[src/rtl/keccak_control_if.sv]
// Host-side valid/ready streams around the Keccak sequencer.
// The host is the master of din_valid/dout_ready; the controller is the slave.
interface keccak_control_if;
  logic din_valid;
  logic din_ready;
  logic dout_valid;
  logic dout_ready;

  modport master (
    output din_valid,
    output dout_ready,
    input  din_ready,
    input  dout_valid
  );

  modport slave (
    input  din_valid,
    input  dout_ready,
    output din_ready,
    output dout_valid
  );
endinterface

[src/rtl/keccak_control.sv]
// Sequencing FSM for keccak_datapath: absorbs header + message words, pads,
// permutes and squeezes output words over valid/ready streams.
module keccak_control #(
  parameter int NR = 24,
  parameter int W  = 64
) (
  input  logic            clk,
  input  logic            rst,
  keccak_control_if.slave hs,
  input  logic [31:0]     c,
  input  logic [31:0]     d,
  input  logic [1:0]      mode,
  output logic            en_len,
  output logic            en_output_len,
  output logic            en_ctr,
  output logic            clr_len,
  output logic            ein,
  output logic            sel_xor,
  output logic            sel_final,
  output logic            wr_state,
  output logic            ld_rdctr,
  output logic            en_rdctr,
  output logic            sel_dec_size,
  output logic            last_word,
  output logic            sel_piso,
  output logic            wr_piso,
  output logic            last_out_word,
  output logic [1:0]      spos,
  output logic [1:0]      mode_ctrl,
  output logic [10:0]     output_size
);

  localparam int         WB          = $clog2(W);
  localparam logic [4:0] RC_PERM_END = 5'(NR - 2);
  localparam logic [4:0] RC_SQZ_END  = 5'(NR - 1);

  typedef enum logic [3:0] {
    S_IDLE,
    S_ABSORB,
    S_LOAD,
    S_PERM,
    S_HOLD,
    S_XOR,
    S_LAST,
    S_PLOAD,
    S_OUT,
    S_SQZ
  } state_t;

  state_t      state;
  logic [4:0]  wi;
  logic [4:0]  rc;
  logic [4:0]  ob;
  logic [26:0] ow;
  logic        pad_done;
  logic        first_blk;

  logic [4:0]  rate;
  logic        is_data;
  logic        is_part;
  logic        slot_go;
  logic        slot_end;
  logic [32:0] d_round;
  logic [26:0] ow_init;
  logic        unused_c_lsb;

  function automatic logic [4:0] rate_of(input logic [1:0] m);
    case (m)
      2'b01:   rate_of = 5'd9;
      2'b10:   rate_of = 5'd21;
      default: rate_of = 5'd17;
    endcase
  endfunction

  assign rate     = rate_of(mode);
  assign is_data  = |c[31:WB];
  assign is_part  = !is_data && (|c[WB-1:3]);
  // Messages are whole bytes, so the sub-byte bits of c carry no information.
  assign unused_c_lsb = ^c[2:0];
  // Data and partial slots wait for a host word; pad-start and zero slots never do.
  assign slot_go  = pad_done || (!is_data && !is_part) || hs.din_valid;
  assign slot_end = (wi == rate - 5'd1);
  assign d_round  = {1'b0, d} + 33'(W - 1);
  assign ow_init  = 27'(d_round >> WB);

  always_comb begin
    hs.din_ready  = 1'b0;
    hs.dout_valid = 1'b0;
    en_len        = 1'b0;
    en_output_len = 1'b0;
    en_ctr        = 1'b0;
    clr_len       = 1'b0;
    ein           = 1'b0;
    sel_xor       = 1'b0;
    sel_final     = 1'b0;
    wr_state      = 1'b0;
    ld_rdctr      = 1'b0;
    en_rdctr      = 1'b0;
    sel_dec_size  = 1'b0;
    last_word     = 1'b0;
    sel_piso      = 1'b0;
    wr_piso       = 1'b0;
    last_out_word = 1'b0;
    spos          = 2'b00;
    mode_ctrl     = 2'b00;
    output_size   = 11'd0;
    if (rst) begin
      mode_ctrl   = mode;
      output_size = d[10:0];
      case (state)
        S_IDLE: begin
          hs.din_ready = 1'b1;
          if (hs.din_valid) begin
            en_len        = 1'b1;
            en_output_len = 1'b1;
          end
        end
        S_ABSORB: begin
          if (pad_done) begin
            spos = 2'b10;
            ein  = 1'b1;
          end else if (is_data) begin
            hs.din_ready = 1'b1;
            if (hs.din_valid) begin
              ein    = 1'b1;
              en_ctr = 1'b1;
            end
          end else if (is_part) begin
            hs.din_ready = 1'b1;
            spos         = 2'b01;
            if (hs.din_valid) begin
              ein     = 1'b1;
              clr_len = 1'b1;
            end
          end else begin
            spos = 2'b11;
            ein  = 1'b1;
          end
          last_word = ein && slot_end && (pad_done || !is_data);
        end
        S_LOAD: begin
          wr_state  = 1'b1;
          sel_xor   = 1'b1;
          sel_final = 1'b1;
          ld_rdctr  = 1'b1;
        end
        S_PERM: begin
          wr_state = 1'b1;
          en_rdctr = 1'b1;
        end
        S_XOR: begin
          wr_state  = 1'b1;
          sel_final = 1'b1;
          ld_rdctr  = 1'b1;
        end
        S_LAST: begin
          wr_state = 1'b1;
          ld_rdctr = 1'b1;
        end
        S_PLOAD: wr_piso = 1'b1;
        S_OUT: begin
          hs.dout_valid = 1'b1;
          last_out_word = (ow == 27'd1);
          if (hs.dout_ready) begin
            wr_piso  = 1'b1;
            sel_piso = 1'b1;
            ld_rdctr = (ow != 27'd1) && (ob + 5'd1 == rate);
          end
        end
        S_SQZ: begin
          wr_state = 1'b1;
          if (rc == RC_SQZ_END) ld_rdctr = 1'b1;
          else                  en_rdctr = 1'b1;
        end
        default: ;
      endcase
    end
  end

  always_ff @(posedge clk or negedge rst) begin
    if (!rst) begin
      state     <= S_IDLE;
      wi        <= 5'd0;
      rc        <= 5'd0;
      ob        <= 5'd0;
      ow        <= 27'd0;
      pad_done  <= 1'b0;
      first_blk <= 1'b0;
    end else begin
      case (state)
        S_IDLE: begin
          if (hs.din_valid) begin
            state     <= S_ABSORB;
            wi        <= 5'd0;
            pad_done  <= 1'b0;
            first_blk <= 1'b1;
          end
        end
        S_ABSORB: begin
          if (slot_go) begin
            if (!is_data) pad_done <= 1'b1;
            if (slot_end) begin
              wi    <= 5'd0;
              state <= first_blk ? S_LOAD : S_XOR;
            end else begin
              wi <= wi + 5'd1;
            end
          end
        end
        S_LOAD: begin
          first_blk <= 1'b0;
          rc        <= 5'd0;
          state     <= S_PERM;
        end
        S_XOR: begin
          rc    <= 5'd0;
          state <= S_PERM;
        end
        S_PERM: begin
          if (rc == RC_PERM_END) state <= S_HOLD;
          else                   rc    <= rc + 5'd1;
        end
        // Round counter parked at NR-1: either absorb the next block or finish.
        S_HOLD: begin
          if (pad_done) begin
            state <= S_LAST;
          end else begin
            wi    <= 5'd0;
            state <= S_ABSORB;
          end
        end
        S_LAST: begin
          ow    <= ow_init;
          state <= (ow_init == 27'd0) ? S_IDLE : S_PLOAD;
        end
        S_PLOAD: begin
          ob    <= 5'd0;
          state <= S_OUT;
        end
        S_OUT: begin
          if (hs.dout_ready) begin
            ow <= ow - 27'd1;
            ob <= ob + 5'd1;
            if (ow == 27'd1) begin
              state <= S_IDLE;
            end else if (ob + 5'd1 == rate) begin
              rc    <= 5'd0;
              state <= S_SQZ;
            end
          end
        end
        S_SQZ: begin
          if (rc == RC_SQZ_END) state <= S_PLOAD;
          else                  rc    <= rc + 5'd1;
        end
        default: state <= S_IDLE;
      endcase
    end
  end

endmodule

[src/flat_wrapper.sv]
// flat-port wrapper written by rule: the top's interface ports become plain ports
module keccak_control_flat 
#(
  parameter int NR = 24,
  parameter int W  = 64
)
  (clk, rst, c, d, mode, en_len, en_output_len, en_ctr, clr_len, ein, sel_xor, sel_final, wr_state, ld_rdctr, en_rdctr, sel_dec_size, last_word, sel_piso, wr_piso, last_out_word, spos, mode_ctrl, output_size, hs_din_valid, hs_dout_ready, hs_din_ready, hs_dout_valid);
  keccak_control_if hs_i ();
  input  logic clk;
  input  logic rst;
  input  logic [31:0] c;
  input  logic [31:0] d;
  input  logic [1:0] mode;
  output logic en_len;
  output logic en_output_len;
  output logic en_ctr;
  output logic clr_len;
  output logic ein;
  output logic sel_xor;
  output logic sel_final;
  output logic wr_state;
  output logic ld_rdctr;
  output logic en_rdctr;
  output logic sel_dec_size;
  output logic last_word;
  output logic sel_piso;
  output logic wr_piso;
  output logic last_out_word;
  output logic [1:0] spos;
  output logic [1:0] mode_ctrl;
  output logic [10:0] output_size;
  input wire logic [$bits(hs_i.din_valid)-1:0] hs_din_valid;
  input wire logic [$bits(hs_i.dout_ready)-1:0] hs_dout_ready;
  output wire logic [$bits(hs_i.din_ready)-1:0] hs_din_ready;
  output wire logic [$bits(hs_i.dout_valid)-1:0] hs_dout_valid;
  assign hs_i.din_valid = hs_din_valid;
  assign hs_i.dout_ready = hs_dout_ready;
  assign hs_din_ready = hs_i.din_ready;
  assign hs_dout_valid = hs_i.dout_valid;
  keccak_control #(.NR(NR), .W(W)) u_core (.clk(clk), .rst(rst), .hs(hs_i), .c(c), .d(d), .mode(mode), .en_len(en_len), .en_output_len(en_output_len), .en_ctr(en_ctr), .clr_len(clr_len), .ein(ein), .sel_xor(sel_xor), .sel_final(sel_final), .wr_state(wr_state), .ld_rdctr(ld_rdctr), .en_rdctr(en_rdctr), .sel_dec_size(sel_dec_size), .last_word(last_word), .sel_piso(sel_piso), .wr_piso(wr_piso), .last_out_word(last_out_word), .spos(spos), .mode_ctrl(mode_ctrl), .output_size(output_size));
endmodule
[config.mk]
export PLATFORM = sky130hd
export DESIGN_NAME = keccak_control_flat
export DESIGN_NICKNAME = d
export VERILOG_FILES = /design/src/rtl/keccak_control_if.sv /design/src/rtl/keccak_control.sv /design/src/flat_wrapper.sv
export SDC_FILE = /design/constraint.sdc
export NUM_CORES = 1
export LEC_CHECK = 0
export ABC_AREA = 1
export CORE_UTILIZATION = 52
export CTS_BUF_LIST = sky130_fd_sc_hd__clkbuf_4 sky130_fd_sc_hd__clkbuf_8 sky130_fd_sc_hd__clkbuf_16
export CTS_CLUSTER_SIZE = 30
export DETAILED_ROUTE_END_ITERATION = 10
export GPL_TIMING_DRIVEN = 0
export HOLD_SLACK_MARGIN = 0.02
export PLACE_DENSITY_LB_ADDON = 0.15
export SETUP_SLACK_MARGIN = 0.2
export SLEW_MARGIN = 10
export SYNTH_ARGS = -nofsm -noshare
export SYNTH_HDL_FRONTEND = slang
export SYNTH_SLANG_ARGS = --single-unit
[constraint.sdc]
create_clock -name clk -period 2.5 [get_ports clk]
set_input_delay 0.5 -clock clk [delete_from_list [all_inputs] [get_ports clk]]
set_output_delay 0.5 -clock clk [all_outputs]
set_load 0.02 [all_outputs]
Yosys cells after proc, flatten, opt, wreduce, memory -nomap -nowiden
Index checks and enable logic that the tools add are counted.
{ "totals": {"ff_bits": 48, "in_bits": 70, "wordCells": 162} }
{ "classes": {"add_sub_neg": 6, "eq_ne": 30, "n_mux": 89, "n_reduce_logical": 30} }
{ "ops": {"columns": ["cell", "count"], "rows": [
  ["27-bit case mux with 2 select lines", 1],
  ["5-bit two-way mux", 10],
  ["1-bit two-way mux", 48],
  ["4-bit case mux with 9 select lines", 1],
  ["32-bit by 6-bit adder with 33-bit output, second input constant", 1],
  ["4-bit two-way mux", 8],
  ["27-bit by 1-bit equality test with 1-bit output, second input constant", 1],
  ["27-bit logical NOT", 1],
  ["27-bit two-way mux", 1],
  ["27-bit by 1-bit != test with 1-bit output, second input constant", 1],
  ["27-bit by 1-bit subtractor with 27-bit output, second input constant", 1],
  ["26-bit OR reduction", 1],
  ["5-bit case mux with 2 select lines", 2],
  ["5-bit case mux with 4 select lines", 1],
  ["4-bit by 3-bit equality test with 1-bit output, second input constant", 4],
  ["5-bit by 1-bit adder with 5-bit output, second input constant", 3],
  ["5-bit case mux with 3 select lines", 1],
  ["2-bit != test, second input constant", 7],
  ["2-bit two-way mux", 6],
  ["11-bit two-way mux", 1],
  ["5-bit equality test", 2],
  ["5-bit equality test, second input constant", 2],
  ["2-bit by 1-bit != test with 1-bit output, second input constant", 5],
  ["1-bit case mux with 2 select lines", 5],
  ["23 further kinds", 41]
]} }

Longest topological paths before layout
Gate-level depths: netlist of run 1.
{ "logic_depth": {"depth_word": 12, "mapped_depth": 17} }

Worst setup path after synthesis of run 1
No wires, ideal clock.
{ "synth_path": {"path_type": "in2out", "start": "input port c[7]", "end": "output port last_word", "arrival_ps": 2110, "required_time_ps": 2000, "path_slack_ps": -110, "cell_stages": 9, "n_path_buf": 0, "path_cell_list": "nor4_1 > nand2_1 > nor2_1 > nand4_1 > nand2_1 > nand2_1 > o21ai_0 > nand3_1 > inv_1"} }
{ "synth_via": {"elab_chain_len": 12} }
{ "synth_rtl": {"columns": ["element", "line_no", "source"], "rows": [
  ["start: declaration", "flat_wrapper.sv:11", "input logic [31:0] c;"],
  ["26-bit OR reduction *", "keccak_control.sv:76", "assign is_data = |c[31:WB];"],
  ["1-bit logical NOT", "keccak_control.sv:77, keccak_control.sv:139", null],
  ["1-bit logical AND", "keccak_control.sv:77", "assign is_part = !is_data && (|c[WB-1:3]);"],
  ["1-bit two-way mux", "keccak_control.sv:128", "end else if (is_part) begin"],
  ["1-bit two-way mux", "keccak_control.sv:122", "end else if (is_data) begin"],
  ["1-bit two-way mux", "keccak_control.sv:119", "if (pad_done) begin"],
  ["1-bit two-way mux", "keccak_control.sv:110", "case (state)"],
  ["1-bit two-way mux", "keccak_control.sv:107", "if (rst) begin"],
  ["1-bit logical AND", "keccak_control.sv:139", "last_word = ein && slot_end && (pad_done || !is_data);"],
  ["1-bit logical AND *", "keccak_control.sv:139", null],
  ["1-bit two-way mux *", "keccak_control.sv:110", null],
  ["1-bit two-way mux *", "keccak_control.sv:107", null],
  ["end: declaration", "flat_wrapper.sv:25", "output logic last_word;"]
]} }
Mark *: on every way between the ends. The rest lies on a longest branch, timed or not. The select of a mux whose other input is x is not followed.

Worst setup path in the final report of run 1
{ "layout_path": {"start": "register u_core.ob[1]", "end": "output port ld_rdctr"} }
{ "layout_via": {"elab_chain_len": 6} }
{ "layout_rtl": {"columns": ["element", "line_no", "source"], "rows": [
  ["start: declaration", "keccak_control.sv:53", "logic [4:0] ob;"],
  ["start signal: assignment", "keccak_control.sv:243", "ob <= ob + 5'd1;"],
  ["5-bit by 1-bit adder with 5-bit output", "keccak_control.sv:167", "ld_rdctr = (ow != 27'd1) && (ob + 5'd1 == rate);"],
  ["5-bit equality test", "keccak_control.sv:167", null],
  ["1-bit logical AND", "keccak_control.sv:167", null],
  ["1-bit two-way mux", "keccak_control.sv:164", "if (hs.dout_ready) begin"],
  ["1-bit case mux with 3 select lines", "keccak_control.sv:110", null],
  ["1-bit two-way mux", "keccak_control.sv:107", null],
  ["end: declaration", "flat_wrapper.sv:22", "output logic ld_rdctr;"]
]} }
Every way passes these cells.

==> run metrics, run 1 <==
PnR Total Power 4.50 mW; mean routed wirelength per cell 15.0 um; Slew @ Worst Pin 584 ps; maximum VDD drop 594 uV; RSZ-0062 raised after global routing yes; initial antenna violation count 0; power density cells 704 mW/mm^2; Final setup viols 2; Yosys Warn Count 0; GRT Util Overall 32.5%; 1st-iter DRT viols 437; failing checks setup timing; largest net degree at the start of global routing 31; ANT cells 0; minimum clock period after layout 2630 ps; Util after Layout 76.7%; CTS tree done; Starting Density 54.3%; dpl cell area 0.00566 mm^2; worst r2r path cells 13; Die W 95.4 um; Die Y-Extent 95.4 um; Placer Congestion 0.962; total CTS buffers 5; worst path buffer plus inverter count 2; slowest CP cell dfrtp_1; mean number of vias per cell 5.51; fmax 0.381 GHz; global-route wire length before repair 23000 um; Syn Area/Cell 6.03 um^2; CP required 2000 ps; period utilisation layout 105%; TritonRoute pass-1 iters 7; DRC Markers 0; Worst Path Max Fanout 2; Final ANT Viol Nets 0; CP max stage delay 380 ps; Clock Skew 11.4 ps; CTS root buffer clkbuf_8; Yosys reg bits 48; Max-cap violations 0; Worst-Skew Late Latency 310 ps; row count 33; Critical R2R Launch u_core.ow[14]; leak pwr 3.22 nW; Worst R2R End u_core.rc[2]; Synth-to-Final Area Change 41.2%; I/O Buffers 97; Post-synth EDFFs 0; WL final 14900 um; Final WS setup -127 ps; Hold Slack 131 ps; Final Max Tran Viols 0; crit path launch type flop; CTS max path bufs 2; H-tree levels 2; post-route cell area 0.00640 mm^2; vias in the first global route 5105; critical setup path kind flop to primary output; status finished with violations; Largest delay share family, worst path simple AND/OR/NAND/NOR gates; Place WS -822 ps; die area 0.00909 mm^2; post-synthesis sequential area ratio 26.5%; element type at the critical path end primary output; CP dominant cell by count nand3_2; post-synthesis instance total 752; clock sinks 48; cell area after synthesis 0.00453 mm^2; share of cells above drive strength 1 22.2%; nets@finish 968; via count 5484; R2R Setup Slk 390 ps; synth unique cells 38; dpl hpwl 10800 um; overflow left after global routing 0; crit path DAT 2130 ps; Rel. slew slack 61.1%; core area 0.00834 mm^2; CTS clk-pin slew, worst paths 100 ps; Hold Crit Class input port to asynchronous set/reset pin; Top Ports 102; synthesized net count 830; Hold Vio Cnt, Final 0; ys flop type dfrtp_1; Synth async-reset ratio 100%; crit-path cells ha_2 -> nand3_2 -> xor2_1 -> buf_4 -> nor2_2 -> nand2_1 -> o21ai_2 -> nand3_2 -> or2_4 -> a21oi_2 -> buf_6
[through the flow]
step,TNS (ps),cells
finish,-140,996
global route,-351,996
CTS,-72.3,987
detailed placement,-13260,955
global placement,-100310,954
floorplan,0,752
[cell families (layout without fill, tap and decap cells)]
logic type | Yosys count | after routing | synth area share [%]
AOI/OAI and AO/OA | 102 | 102 | 12.6
other | 1 | 1 | 0.0827
DFF | 48 | 48 | 26.5
xor gates and xnor gates | 28 | 28 | 5.41
and+or+nand+nor | 441 | 441 | 42.6
buffers and inverters | 124 | 263 | 10.6
adders and majority gates | 8 | 8 | 2.21
[cells in the mapped netlist, types with 2 or more instances]
| cell | n | area, um^2 |
|---|---|---|
| nor2_1 | 98 | 368 |
| nand2_2 | 6 | 37.5 |
| clkbuf_1 | 8 | 30.0 |
| nand4_1 | 6 | 37.5 |
| xnor2_1 | 5 | 43.8 |
| o211ai_1 | 8 | 60.1 |
| nand2_1 | 220 | 826 |
| a22oi_1 | 3 | 22.5 |
| nand3b_1 | 7 | 52.6 |
| o21ai_0 | 54 | 270 |
| a21oi_1 | 23 | 115 |
| ha_1 | 8 | 100 |
| xor2_1 | 23 | 201 |
| nor4_1 | 11 | 68.8 |
| nor3_1 | 15 | 75.1 |
| o21bai_1 | 2 | 15.0 |
| inv_1 | 103 | 387 |
| dfrtp_1 | 48 | 1200 |
| o22ai_1 | 5 | 31.3 |
| inv_2 | 6 | 22.5 |
| nor2_4 | 5 | 56.3 |
| or2_2 | 2 | 12.5 |
| buf_2 | 4 | 20.0 |
| nand3_1 | 55 | 275 |
| nor2_2 | 10 | 62.6 |
| o31ai_1 | 2 | 15.0 |
| buf_4 | 3 | 22.5 |
| nor3b_1 | 2 | 15.0 |
[layer usage]
| metal | vias up | part of all wire (%) | global-route usage (%) |
|---|---|---|---|
| met1 | 2517 | 39 | 37.7 |
| met3 | 42 | 6.7 | 3.43 |
| met5 | - | 0 | 0 |
| met2 | 251 | 51 | 60.4 |
| met4 | 0 | 3.2 | 13.0 |
| li1 | 2674 | - | - |
[power breakdown]
part / total (mW) / internal (mW) / switching [mW]
combinational: 2.49 / 0.914 / 1.58
clock: 0.696 / 0.403 / 0.293
sequential: 1.32 / 1.06 / 0.259
total: 4.50 / 2.37 / 2.13
[worst max-delay path by stage]
stage / end / startpoint / depth (start not counted)
floorplan: ld_rdctr / u_core.ob[0] / 8
CTS: ld_rdctr / u_core.ob[1] / 11
global placement: en_output_len / rst / 6
global route: ld_rdctr / u_core.ob[0] / 11
detailed placement: last_word / c[15] / 11
finish: ld_rdctr / u_core.ob[1] / 11
[registers in the layout, indices dropped and copies added (netlist names)]
name and count:
u_core.ow 27, u_core.ob 5, u_core.rc 5, u_core.wi 5
u_core.state 4, u_core.first_blk 1, u_core.pad_done 1
[worst reg2reg max path, delay by kind of cell (launching register included)]
kind	cells	cell delay, ps
AND/OR/NAND/NOR	9	1200
buffers and inverters	2	210
AO/OA/AOI/OAI	2	190
flip-flops	1	410
[final cells by class]
class	count	area (um^2)
timing repair buffer	131	1200
sequential	48	1200
buffer	15	87.6
fill	641	1940
inverter	109	413
tap	105	131
multi-input combinational	580	3230
clock inverter	3	68.8
clock buffer	5	68.8
[timing repair]
action,in CTS,in global routing
gates resized for setup,216,94
endpoints found under the setup margin,32,26
hold endpoints to repair,6,20
pin swaps,36,20
setup buffers,24,8
[cell usage in the layout, fill, tap and decap left out, types with 13 or more instances in the layout]
cell type / netlist / routed
dfrtp_1: 48 / 47
a21oi_1: 23 / 22
dlygate4sd2_1: 0 / 26
o21ai_0: 54 / 52
buf_2: 4 / 13
nor2_4: 5 / 16
xor2_1: 23 / 21
dlymetal6s2s_1: 0 / 20
nand2_1: 220 / 197
buf_4: 3 / 38
nand3_1: 55 / 52
inv_1: 103 / 97
nand2_2: 6 / 23
nor2_1: 98 / 70
nor2_2: 10 / 27
Power figures use the tool's default switching activity.
==> run 2: changes to the inputs <==
Settings changed: CELL_PAD_IN_SITES_DETAIL_PLACEMENT set to 0, CELL_PAD_IN_SITES_GLOBAL_PLACEMENT set to 1, CORE_UTILIZATION 52 to 35.
==> run metrics, run 2 (synthesis results as in run 1) <==
status finished with violations; failing checks setup timing; Clock Skew 8.67 ps; crit path launch type flop; maximum VDD drop 691 uV; WL final 16100 um; row count 41; vias in the first global route 5112; most common cell after layout, fill and taps aside nand2_1; Max-cap violations 0; leak pwr 3.21 nW; via count 5363; Worst Path Max Fanout 2; fmax 0.374 GHz; Die W 116 um; overflow left after global routing 0; CTS root buffer clkbuf_16; minimum clock period after layout 2670 ps; crit-path cells ha_4 -> nand3_4 -> xor2_2 -> buf_4 -> nor2_4 -> nand2_2 -> o21ai_4 -> nand3_2 -> or2_4 -> a21oi_4 -> buf_6; die area 0.0134 mm^2; Worst-Skew Late Latency 300 ps; total CTS buffers 5; H-tree levels 2; element type at the critical path end primary output; Hold Vio Cnt, Final 0; Starting Density 35.9%; most frequent cells in the layout nand2_1, inv_1, nor2_1; Placer Congestion 0.850; slowest CP cell dfrtp_1; mean number of vias per cell 5.01; dpl hpwl 11900 um; largest reg by FF count u_core.ow; max reg flops 27; CTS max path bufs 2; nets@finish 976; crit path DAT 2170 ps; # fillers 1296; power density cells 686 mW/mm^2; Final Max Tran Viols 0; largest net degree at the start of global routing 17; PnR Total Power 4.59 mW; clock sinks 48; CTS tree done; CTS clk-pin slew, worst paths 70 ps; period utilisation layout 107%; Top Ports 102; global-route wire length before repair 25400 um; Synth-to-Final Area Change 47.6%; share of cells above drive strength 1 24.2%; CP max stage delay 410 ps; GRT Util Overall 24.6%; mean routed wirelength per cell 15.0 um; Final ANT Viol Nets 0; Placed Cells 1022; TritonRoute pass-1 iters 5; ANT cells 0; critical setup path kind flop to primary output; Rel. slew slack 37.4%; Final setup viols 1; Final WS setup -174 ps; CP required 2000 ps; core area 0.0126 mm^2; DRC Markers 0; I/O Buffers 97; Hold Crit Class input port to asynchronous set/reset pin; 1st-iter DRT viols 333; Die Y-Extent 116 um; fin cells 1070; RSZ-0062 raised after global routing yes; initial antenna violation count 0; Slew @ Worst Pin 936 ps
## run 2: cell count changes in the layout (fill, tap and decap cells not counted), moves of 4 or more
cell             previous run  this run
clkdlybuf4s50_1            12        21
nand2_1                   197       191
clkbuf_8                    6         0
buf_2                      13        17
nand2_2                    23        29
dlymetal6s2s_1             20        11
clkbuf_16                   0         6
## run 2: power by group
part | switching, mW | leakage [nW] | internal (mW)
sequential | 0.258 | 0.613 | 1.06
combinational | 1.64 | 2.54 | 0.954
clock | 0.318 | 0.0657 | 0.364
## run 2: path summary, 6_finish.rpt
check	startpoint	to	slack [ps]	cells past startpoint
max	u_core.ob[1]	ld_rdctr	-170	11
min	rst	u_core.pad_done	130	2
max reg2reg	u_core.state[2]	u_core.ow[2]	320	10
min reg2reg	u_core.rc[4]	u_core.rc[4]	500	2
max in group asynchronous	rst	u_core.ow[3]	1000	2
min in group clk	u_core.rc[4]	u_core.rc[4]	500	2
## run 2: worst max-delay path: cells and delay by family (launching register included)
family / cells / cell delay (ps)
buf+inv: 2 / 270
simple gates: 5 / 620
xor+xnor: 1 / 170
fa+ha+maj: 1 / 170
compound gates: 2 / 210
flops: 1 / 410
## run 2: what timing repair did
item / in CTS / in global routing
hold endpoints to repair: 3 / 0
gates resized for setup: 227 / 107
buffers inserted: 26 / 11
pin swaps: 37 / 30
cloned: 1 / 0
setup endpoints to repair: 55 / 28
hold buffers: 3 / 0
## run 2: area by class of cell
cell class	instances	area (um^2)	area share, %
flip-flops and latches	48	1200	18.0
multi-input cells	580	3340	50.0
plain buffers	15	98.8	1.48
clock inverters	2	12.5	0.187
inverters	109	412	6.15
repair buffers	139	1280	19.2
clock buffers	5	125	1.87
well taps	172	215	3.22
## run 2: routing by layer
layer / vias up / GRT usage [%] / routed length (um)
met2: 165 / 42.1 / 7770
li1: 2690 / - / -
met5: - / 0 / 0
met3: 29 / 5.39 / 992
met4: 0 / 7.86 / 346
met1: 2479 / 30.8 / 6970
## run 2: through the flow
| step | hold slack, ps | setup TNS (ps) | setup WS, ps | util [%] | cell area (um^2) |
|---|---|---|---|---|---|
| detailed placement | 488 | -16280 | -1070 | 45.5 | 5740 |
| floorplan | 204 | 0 | 211 | - | 4540 |
| global placement | 471 | -106800 | -2480 | 45.4 | 5730 |
| global route | 135 | -268 | -268 | 53.0 | 6690 |
| finish | 130 | -174 | -174 | 53.0 | 6690 |
| CTS | 129 | -190 | -190 | 49.9 | 6300 |
